### config.mk
export PLATFORM = sky130hd
export DESIGN_NAME = scancode_decode
export DESIGN_NICKNAME = d
export VERILOG_FILES = /design/src/rtl/scancode_decode.sv
export SDC_FILE = /design/constraint.sdc
export NUM_CORES = 1
export LEC_CHECK = 0
export ABC_AREA = 1
export BUFFER_PORTS_ARGS = -buffer_cell sky130_fd_sc_hd__clkbuf_2
export CAP_MARGIN = 0
export CORE_MARGIN = 5
export CORE_UTILIZATION = 40
export CTS_BUF_LIST = sky130_fd_sc_hd__clkbuf_2
export DETAILED_ROUTE_END_ITERATION = 10
export SLEW_MARGIN = 20
export SYNTH_ARGS = -nofsm -noshare
export SYNTH_HDL_FRONTEND = slang
export SYNTH_SLANG_ARGS = --single-unit
export TNS_END_PERCENT = 50
### constraint.sdc
create_clock -name sysclk -period 5.6 [get_ports sysclk]
set_input_delay 0 -clock sysclk [delete_from_list [all_inputs] [get_ports sysclk]]
set_output_delay 0 -clock sysclk [all_outputs]
set_load 0.02 [all_outputs]
### src/rtl/scancode_decode.sv
// rtl/scancode_decode.sv - PS/2 set-2 scancode prefix folder with show-ahead event FIFO
//
// Purpose:
//   Takes bytes from the PS/2 frame parser and folds the E0 (extended),
//   F0 (break) and E1 (Pause) prefix sequences into single key events.
//   Events are queued in a small show-ahead FIFO. The consumer drains it
//   with a valid/ready handshake.
//
// Parameters:
//   FIFO_DEPTH   number of event slots (power of 2, >= 2)
//   TIMEOUT_CYC  idle sysclk cycles before a partial prefix sequence is abandoned
//
// Optional feature (macro MODIFIER_TRACK_EN):
//   When the macro is defined, mods tracks the make/break state of the eight
//   modifier keys. When it is not defined, mods is tied to 8'h00.
//
// Ports:
//   sysclk     in   1  system clock, all logic on posedge
//   rst_n      in   1  asynchronous active-low reset
//   word       in   8  byte from the parser, sampled when done=1
//   done       in   1  one-cycle strobe marking a complete byte
//   key_valid  out  1  the FIFO head holds an event
//   key_ready  in   1  the consumer accepts the head
//   key_code   out  8  head event scancode
//   key_ext    out  1  head event was extended (E0) or Pause
//   key_break  out  1  head event is a release
//   ovf        out  1  sticky flag: an event was dropped on a full FIFO
//   ovf_clr    in   1  clears ovf
//   err        out  1  one-cycle pulse for keyboard error code 00/FF
//   mods       out  8  modifier key state
module scancode_decode #(
  parameter int FIFO_DEPTH  = 4,
  parameter int TIMEOUT_CYC = 2000
) (
  input  logic       sysclk,
  input  logic       rst_n,
  input  logic [7:0] word,
  input  logic       done,
  output logic       key_valid,
  input  logic       key_ready,
  output logic [7:0] key_code,
  output logic       key_ext,
  output logic       key_break,
  output logic       ovf,
  input  logic       ovf_clr,
  output logic       err,
  output logic [7:0] mods
);

  localparam int AW = $clog2(FIFO_DEPTH);
  localparam int CW = AW + 1;
  localparam int TW = (TIMEOUT_CYC > 1) ? $clog2(TIMEOUT_CYC) : 1;

  typedef enum logic [2:0] {
    ST_IDLE,
    ST_EXT,
    ST_BRK,
    ST_EXTBRK,
    ST_PAUSE
  } state_t;

  state_t          r_state;
  logic [2:0]      r_pcnt;
  logic [TW-1:0]   r_tcnt;
  logic            r_err;

  // Combinational decode of the byte that is arriving in the current state.
  logic            w_push;
  logic            w_ev_ext;
  logic            w_ev_brk;
  logic [7:0]      w_ev_code;
  logic [9:0]      w_ev;

  always_comb begin
    w_push    = 1'b0;
    w_ev_ext  = 1'b0;
    w_ev_brk  = 1'b0;
    w_ev_code = word;
    if (done) begin
      case (r_state)
        ST_IDLE: begin
          if (!(word inside {8'hE0, 8'hF0, 8'hE1, 8'hAA, 8'hFA,
                             8'hEE, 8'hFE, 8'h00, 8'hFF}))
            w_push = 1'b1;
        end
        ST_EXT: begin
          if (word != 8'hF0 && word != 8'hE0) begin
            w_push   = 1'b1;
            w_ev_ext = 1'b1;
          end
        end
        ST_BRK: begin
          // Any byte after F0 is the released key, even a prefix value.
          w_push   = 1'b1;
          w_ev_brk = 1'b1;
        end
        ST_EXTBRK: begin
          w_push   = 1'b1;
          w_ev_ext = 1'b1;
          w_ev_brk = 1'b1;
        end
        ST_PAUSE: begin
          // The rest of the Pause sequence is fixed, so its bytes are
          // counted rather than parsed.
          if (r_pcnt == 3'd6) begin
            w_push    = 1'b1;
            w_ev_ext  = 1'b1;
            w_ev_code = 8'h77;
          end
        end
        default: ;
      endcase
    end
  end

  assign w_ev = {w_ev_ext, w_ev_brk, w_ev_code};

  // Prefix state machine with the abandon timer and the error pulse.
  always_ff @(posedge sysclk or negedge rst_n) begin
    if (!rst_n) begin
      r_state <= ST_IDLE;
      r_pcnt  <= 3'd0;
      r_tcnt  <= '0;
      r_err   <= 1'b0;
    end else begin
      r_err <= 1'b0;
      if (done) begin
        r_tcnt <= '0;
        case (r_state)
          ST_IDLE: begin
            case (word)
              8'hE0: r_state <= ST_EXT;
              8'hF0: r_state <= ST_BRK;
              8'hE1: begin
                r_state <= ST_PAUSE;
                r_pcnt  <= 3'd0;
              end
              8'h00, 8'hFF: r_err <= 1'b1;
              default: r_state <= ST_IDLE;
            endcase
          end
          ST_EXT: begin
            if (word == 8'hF0)
              r_state <= ST_EXTBRK;
            else if (word != 8'hE0)
              r_state <= ST_IDLE;
          end
          ST_BRK:    r_state <= ST_IDLE;
          ST_EXTBRK: r_state <= ST_IDLE;
          ST_PAUSE: begin
            if (r_pcnt == 3'd6)
              r_state <= ST_IDLE;
            else
              r_pcnt <= r_pcnt + 3'd1;
          end
          default: r_state <= ST_IDLE;
        endcase
      end else if (r_state != ST_IDLE) begin
        if (r_tcnt == TW'(TIMEOUT_CYC - 1)) begin
          r_state <= ST_IDLE;
          r_tcnt  <= '0;
        end else begin
          r_tcnt <= r_tcnt + TW'(1);
        end
      end
    end
  end

  // Event FIFO. The count decides full and empty. The head registers are
  // loaded from the contents as they stand after this edge's pop but before
  // this edge's push. Because of that, a new entry shows up one cycle after
  // it is written, and a popped head is never shown again.
  logic [9:0]      r_mem [FIFO_DEPTH];
  logic [AW-1:0]   r_wr_ptr;
  logic [AW-1:0]   r_rd_ptr;
  logic [CW-1:0]   r_count;
  logic            r_key_valid;
  logic            r_key_ext;
  logic            r_key_break;
  logic [7:0]      r_key_code;
  logic            r_ovf;

  logic            w_pop;
  logic            w_full;
  logic            w_wr;
  logic            w_drop;
  logic [AW-1:0]   w_rd_nxt;
  logic            w_vis_nxt;

  assign w_pop     = r_key_valid & key_ready;
  assign w_full    = (r_count == CW'(FIFO_DEPTH));
  assign w_wr      = w_push & (~w_full | w_pop);
  assign w_drop    = w_push & w_full & ~w_pop;
  assign w_rd_nxt  = r_rd_ptr + AW'(w_pop);
  assign w_vis_nxt = ((r_count - CW'(w_pop)) != '0);

  always_ff @(posedge sysclk) begin
    if (w_wr)
      r_mem[r_wr_ptr] <= w_ev;
  end

  always_ff @(posedge sysclk or negedge rst_n) begin
    if (!rst_n) begin
      r_wr_ptr    <= '0;
      r_rd_ptr    <= '0;
      r_count     <= '0;
      r_key_valid <= 1'b0;
      r_key_ext   <= 1'b0;
      r_key_break <= 1'b0;
      r_key_code  <= 8'h00;
      r_ovf       <= 1'b0;
    end else begin
      if (w_wr)
        r_wr_ptr <= r_wr_ptr + AW'(1);
      r_rd_ptr    <= w_rd_nxt;
      r_count     <= r_count + CW'(w_wr) - CW'(w_pop);
      r_key_valid <= w_vis_nxt;
      if (w_vis_nxt)
        {r_key_ext, r_key_break, r_key_code} <= r_mem[w_rd_nxt];
      else
        {r_key_ext, r_key_break, r_key_code} <= 10'h000;
      // A drop in the same cycle as a clear leaves the flag set.
      if (w_drop)
        r_ovf <= 1'b1;
      else if (ovf_clr)
        r_ovf <= 1'b0;
    end
  end

  assign key_valid = r_key_valid;
  assign key_ext   = r_key_ext;
  assign key_break = r_key_break;
  assign key_code  = r_key_code;
  assign ovf       = r_ovf;
  assign err       = r_err;

`ifdef MODIFIER_TRACK_EN
  // Modifiers follow every decoded event, including events the full FIFO
  // drops, so the key state stays correct when the consumer stalls.
  logic [7:0] r_mods;
  logic [7:0] w_mod_sel;

  always_comb begin
    w_mod_sel = 8'h00;
    case ({w_ev_ext, w_ev_code})
      9'h012:  w_mod_sel = 8'h01;
      9'h059:  w_mod_sel = 8'h02;
      9'h014:  w_mod_sel = 8'h04;
      9'h114:  w_mod_sel = 8'h08;
      9'h011:  w_mod_sel = 8'h10;
      9'h111:  w_mod_sel = 8'h20;
      9'h11F:  w_mod_sel = 8'h40;
      9'h127:  w_mod_sel = 8'h80;
      default: w_mod_sel = 8'h00;
    endcase
  end

  always_ff @(posedge sysclk or negedge rst_n) begin
    if (!rst_n)
      r_mods <= 8'h00;
    else if (w_push)
      r_mods <= w_ev_brk ? (r_mods & ~w_mod_sel) : (r_mods | w_mod_sel);
  end

  assign mods = r_mods;
`else
  assign mods = 8'h00;
`endif

endmodule
==> metrics <==
status=finished, final reports clean; Hold Path Class=input pin to asynchronous set/reset pin; 1st-iter DRT viols=49; register bit total from synthesis=77; largest net degree at the start of global routing=38; Avg Inst Size Synth=10.4 um2; Synth async-reset ratio=48.1%; first-pass GRT wire length=11500 um; met1 WL=3040 um; Worst R2R Start=r_state[0]; PortBufs=25; total CTS buffers=9; Core ar.=8810 um2; CTS H-tree depth=3; setup tns final=0 ps; Crit path top cell by count=nand2_1; clock slew at reported path FFs=260 ps; layout cell share with drive strength beyond 1=17.1%; hpwl dp=4660 um; FILL cells=841; worst-margin pin slew=1010 ps; Die Height=105 um; Distinct cells, synth=36; Rows=34; Tmin final=2480 ps; Root Driver=clkbuf_2; placed insts=476; ANT cells=0; max frequency=403 MHz; Max FO, Critical Path=10; Max Used Layer=met4; r2r endpoint=r_mem[3][5]; DRC viols=0; final hold vios=0; Post-CTS Setup Bufs=0; setup slack, reg-to-reg=3200 ps; area grow syn2layout=13.6%; fin crit share=44.3%; CP startpoint kind=input pin; setup violators final=0; Worst Path Buf+Inv=4; PwrDens=383 nW/um2; sequential area share after synthesis=58.4%; area of the multi-input gates=1290 um2; predominant post-synthesis flop cell=edfxtp_1; Die W=105 um; Fin Clk Skew=38.3 ps; met3 WL=257 um; wire length on met2=3280 um; RSZ-0062 raised after global routing=no; Routed WL=6630 um; Max-Cap Viols=0; FF+latch area=2130 um2; cell family with most CP delay=simple AND/OR/NAND/NOR gates; post-route antenna net violation count=0; CTS Sinks=77; CTS Buffer Depth=2; vias per cell=4.78; cell area after synthesis=3640 um2; post-layout net count=423; Rel. slew slack=33.0%; IO Pins=34; max incr delay on CP=740 ps; Routed wire per std cell=13.0 um; cells after synthesis=350; initial antenna violation count=0; CTS tree=built; slowest CP cell=nor2_1; WS Path Type=input pin to register; Power Total=1.59 mW; Critical Path RT=5750 ps; Final Hold Slack=104 ps; detailed-route via count=2445; Yosys warnings=0; number of synthesized flops with an enable pin=40; CP Cell Sequence=dlygate4sd3_1, clkbuf_2, inv_1, nand2_1, dlygate4sd3_1, nor2_1, nand2_1, nand2_1, nor2_1, nand2_1, nand2_4, nand3_4, nor2_1; Initial DRT Pass Iterations=4; CP endpoint kind=register; FF-to-FF path depth=9; Critical Path AT=2630 ps; Die ar.=11100 um2; max-slew violations=0; GRT Overall Usage=13.0%; clk_lat worst skew=530 ps; number of global-route vias before repair=2522; GP Congestion=0.839; Worst VDD drop=0.000116 V; Initial Util=41.4%; GRT overflow=0; non-filler cells in the finished layout=511; Leak=1.84 nW
how the worst max path moves through the flow:
| stage | start | end | slack (ps) | cells past startpoint |
|---|---|---|---|---|
| floorplan | r_state[0] | r_count[2] | 3390 | 13 |
| global placement | r_state[0] | r_count[2] | 3280 | 13 |
| detailed placement | r_state[0] | r_mem[3][7] | 3210 | 9 |
| CTS | word[1] | r_mem[3][0] | 3140 | 13 |
| global route | r_state[0] | r_count[2] | 2980 | 13 |
| finish | word[1] | r_mem[3][5] | 3120 | 13 |
cell type report:
class | count | area share (%)
clock buffer | 9 | 1.09
clock inverter | 7 | 1.63
inverter | 43 | 3.90
multi-input combinational | 223 | 31.1
sequential | 77 | 51.4
tap | 108 | 3.26
timing repair buffer | 44 | 7.62
cell usage after synthesis (2+ instances only):
cell / count / area (um2)
edfxtp_1: 40 / 1200
ha_1: 11 / 138
buf_2: 2 / 10.0
buf_4: 10 / 75.1
clkbuf_1: 2 / 7.51
nand4_1: 5 / 31.3
inv_2: 3 / 11.3
nand2_1: 59 / 221
dfrtp_1: 37 / 926
or2_2: 2 / 12.5
mux2_2: 10 / 113
xnor2_1: 2 / 17.5
and3_1: 2 / 12.5
o21ai_0: 19 / 95.1
nor2_1: 38 / 143
nand3_1: 11 / 55.1
a21oi_1: 17 / 85.1
nor2_2: 3 / 18.8
nor2_4: 2 / 22.5
nor3_1: 5 / 25.0
nand3_2: 2 / 20.0
inv_1: 40 / 150
nand2_4: 2 / 22.5
nand2_2: 3 / 18.8
mux2i_1: 10 / 100
a211oi_1: 3 / 22.5
through the flow:
| stage | setup WS (ps) | util, % | area (um2) |
|---|---|---|---|
| after floorplan | 3390 | - | 3670 |
| after global placement | 3280 | 43.6 | 3840 |
| after detailed placement | 3210 | 43.6 | 3840 |
| after CTS | 3140 | 47.0 | 4140 |
| after global routing | 2980 | 47.0 | 4140 |
| final | 3120 | 47.0 | 4140 |
where the power goes:
| group | internal (mW) | switching (mW) | leakage (nW) |
|---|---|---|---|
| logic | 0.204 | 0.334 | 0.941 |
| registers | 0.730 | 0.0377 | 0.842 |
| clock network | 0.0680 | 0.214 | 0.0598 |
worst reg2reg max path, stage by stage, from the launching register on:
cell,delay [ps]
dfrtp_1,450
inv_1,130
nand2_2,110
nor2_4,150
nand2_1,90
nor2_1,90
nand2_1,100
nand2_4,100
nand3_4,100
nor2_1,740
layout by cell type (no fill, tap or decap), types with 2 or more instances in the layout:
master / n
a211oi_1: 3
a21oi_1: 17
and3_1: 2
clkbuf_2: 34
clkinvlp_4: 3
conb_1: 8
dfrtp_1: 37
dlygate4sd3_1: 19
edfxtp_1: 40
ha_1: 11
inv_1: 40
inv_2: 3
inv_6: 2
mux2_2: 10
mux2i_1: 10
nand2_1: 59
nand2_2: 3
nand2_4: 2
nand3_1: 11
nand3_2: 2
nand4_1: 5
nor2_1: 38
nor2_2: 3
nor2_4: 2
nor3_1: 5
o21ai_0: 19
or2_2: 2
xnor2_1: 2
flip-flops by register name, indices dropped and copies added (netlist names):
name / flops
key_code: 8
err: 1
r_wr_ptr: 2
ovf: 1
r_count: 3
r_pcnt: 3
r_rd_ptr: 2
r_tcnt: 11
key_break: 1
r_state: 3
key_valid: 1
key_ext: 1
r_mem: 40
routing by layer:
| layer | global-route usage (%) | up-vias |
|---|---|---|
| li1 | - | 1247 |
| met1 | 16.0 | 1147 |
| met2 | 22.3 | 45 |
| met3 | 3.91 | 6 |
| met4 | 3.66 | 0 |
| met5 | 0 | - |
timing repair:
action | 4_1_cts | 5_1_grt
gates resized for setup | 0 | 0
hold buffers | 19 | 0
endpoints found under the hold margin | 77 | 0
kinds of logic after synthesis:
kind of cell	synth area share, %
xor+xnor	0.721
flops	58.4
mux	5.84
simple gates	17.4
fa+ha+maj	4.33
buf+inv	6.97
other cells	0.103
compound gates	6.25
Note: power is estimated with default switching activity, not from simulation.
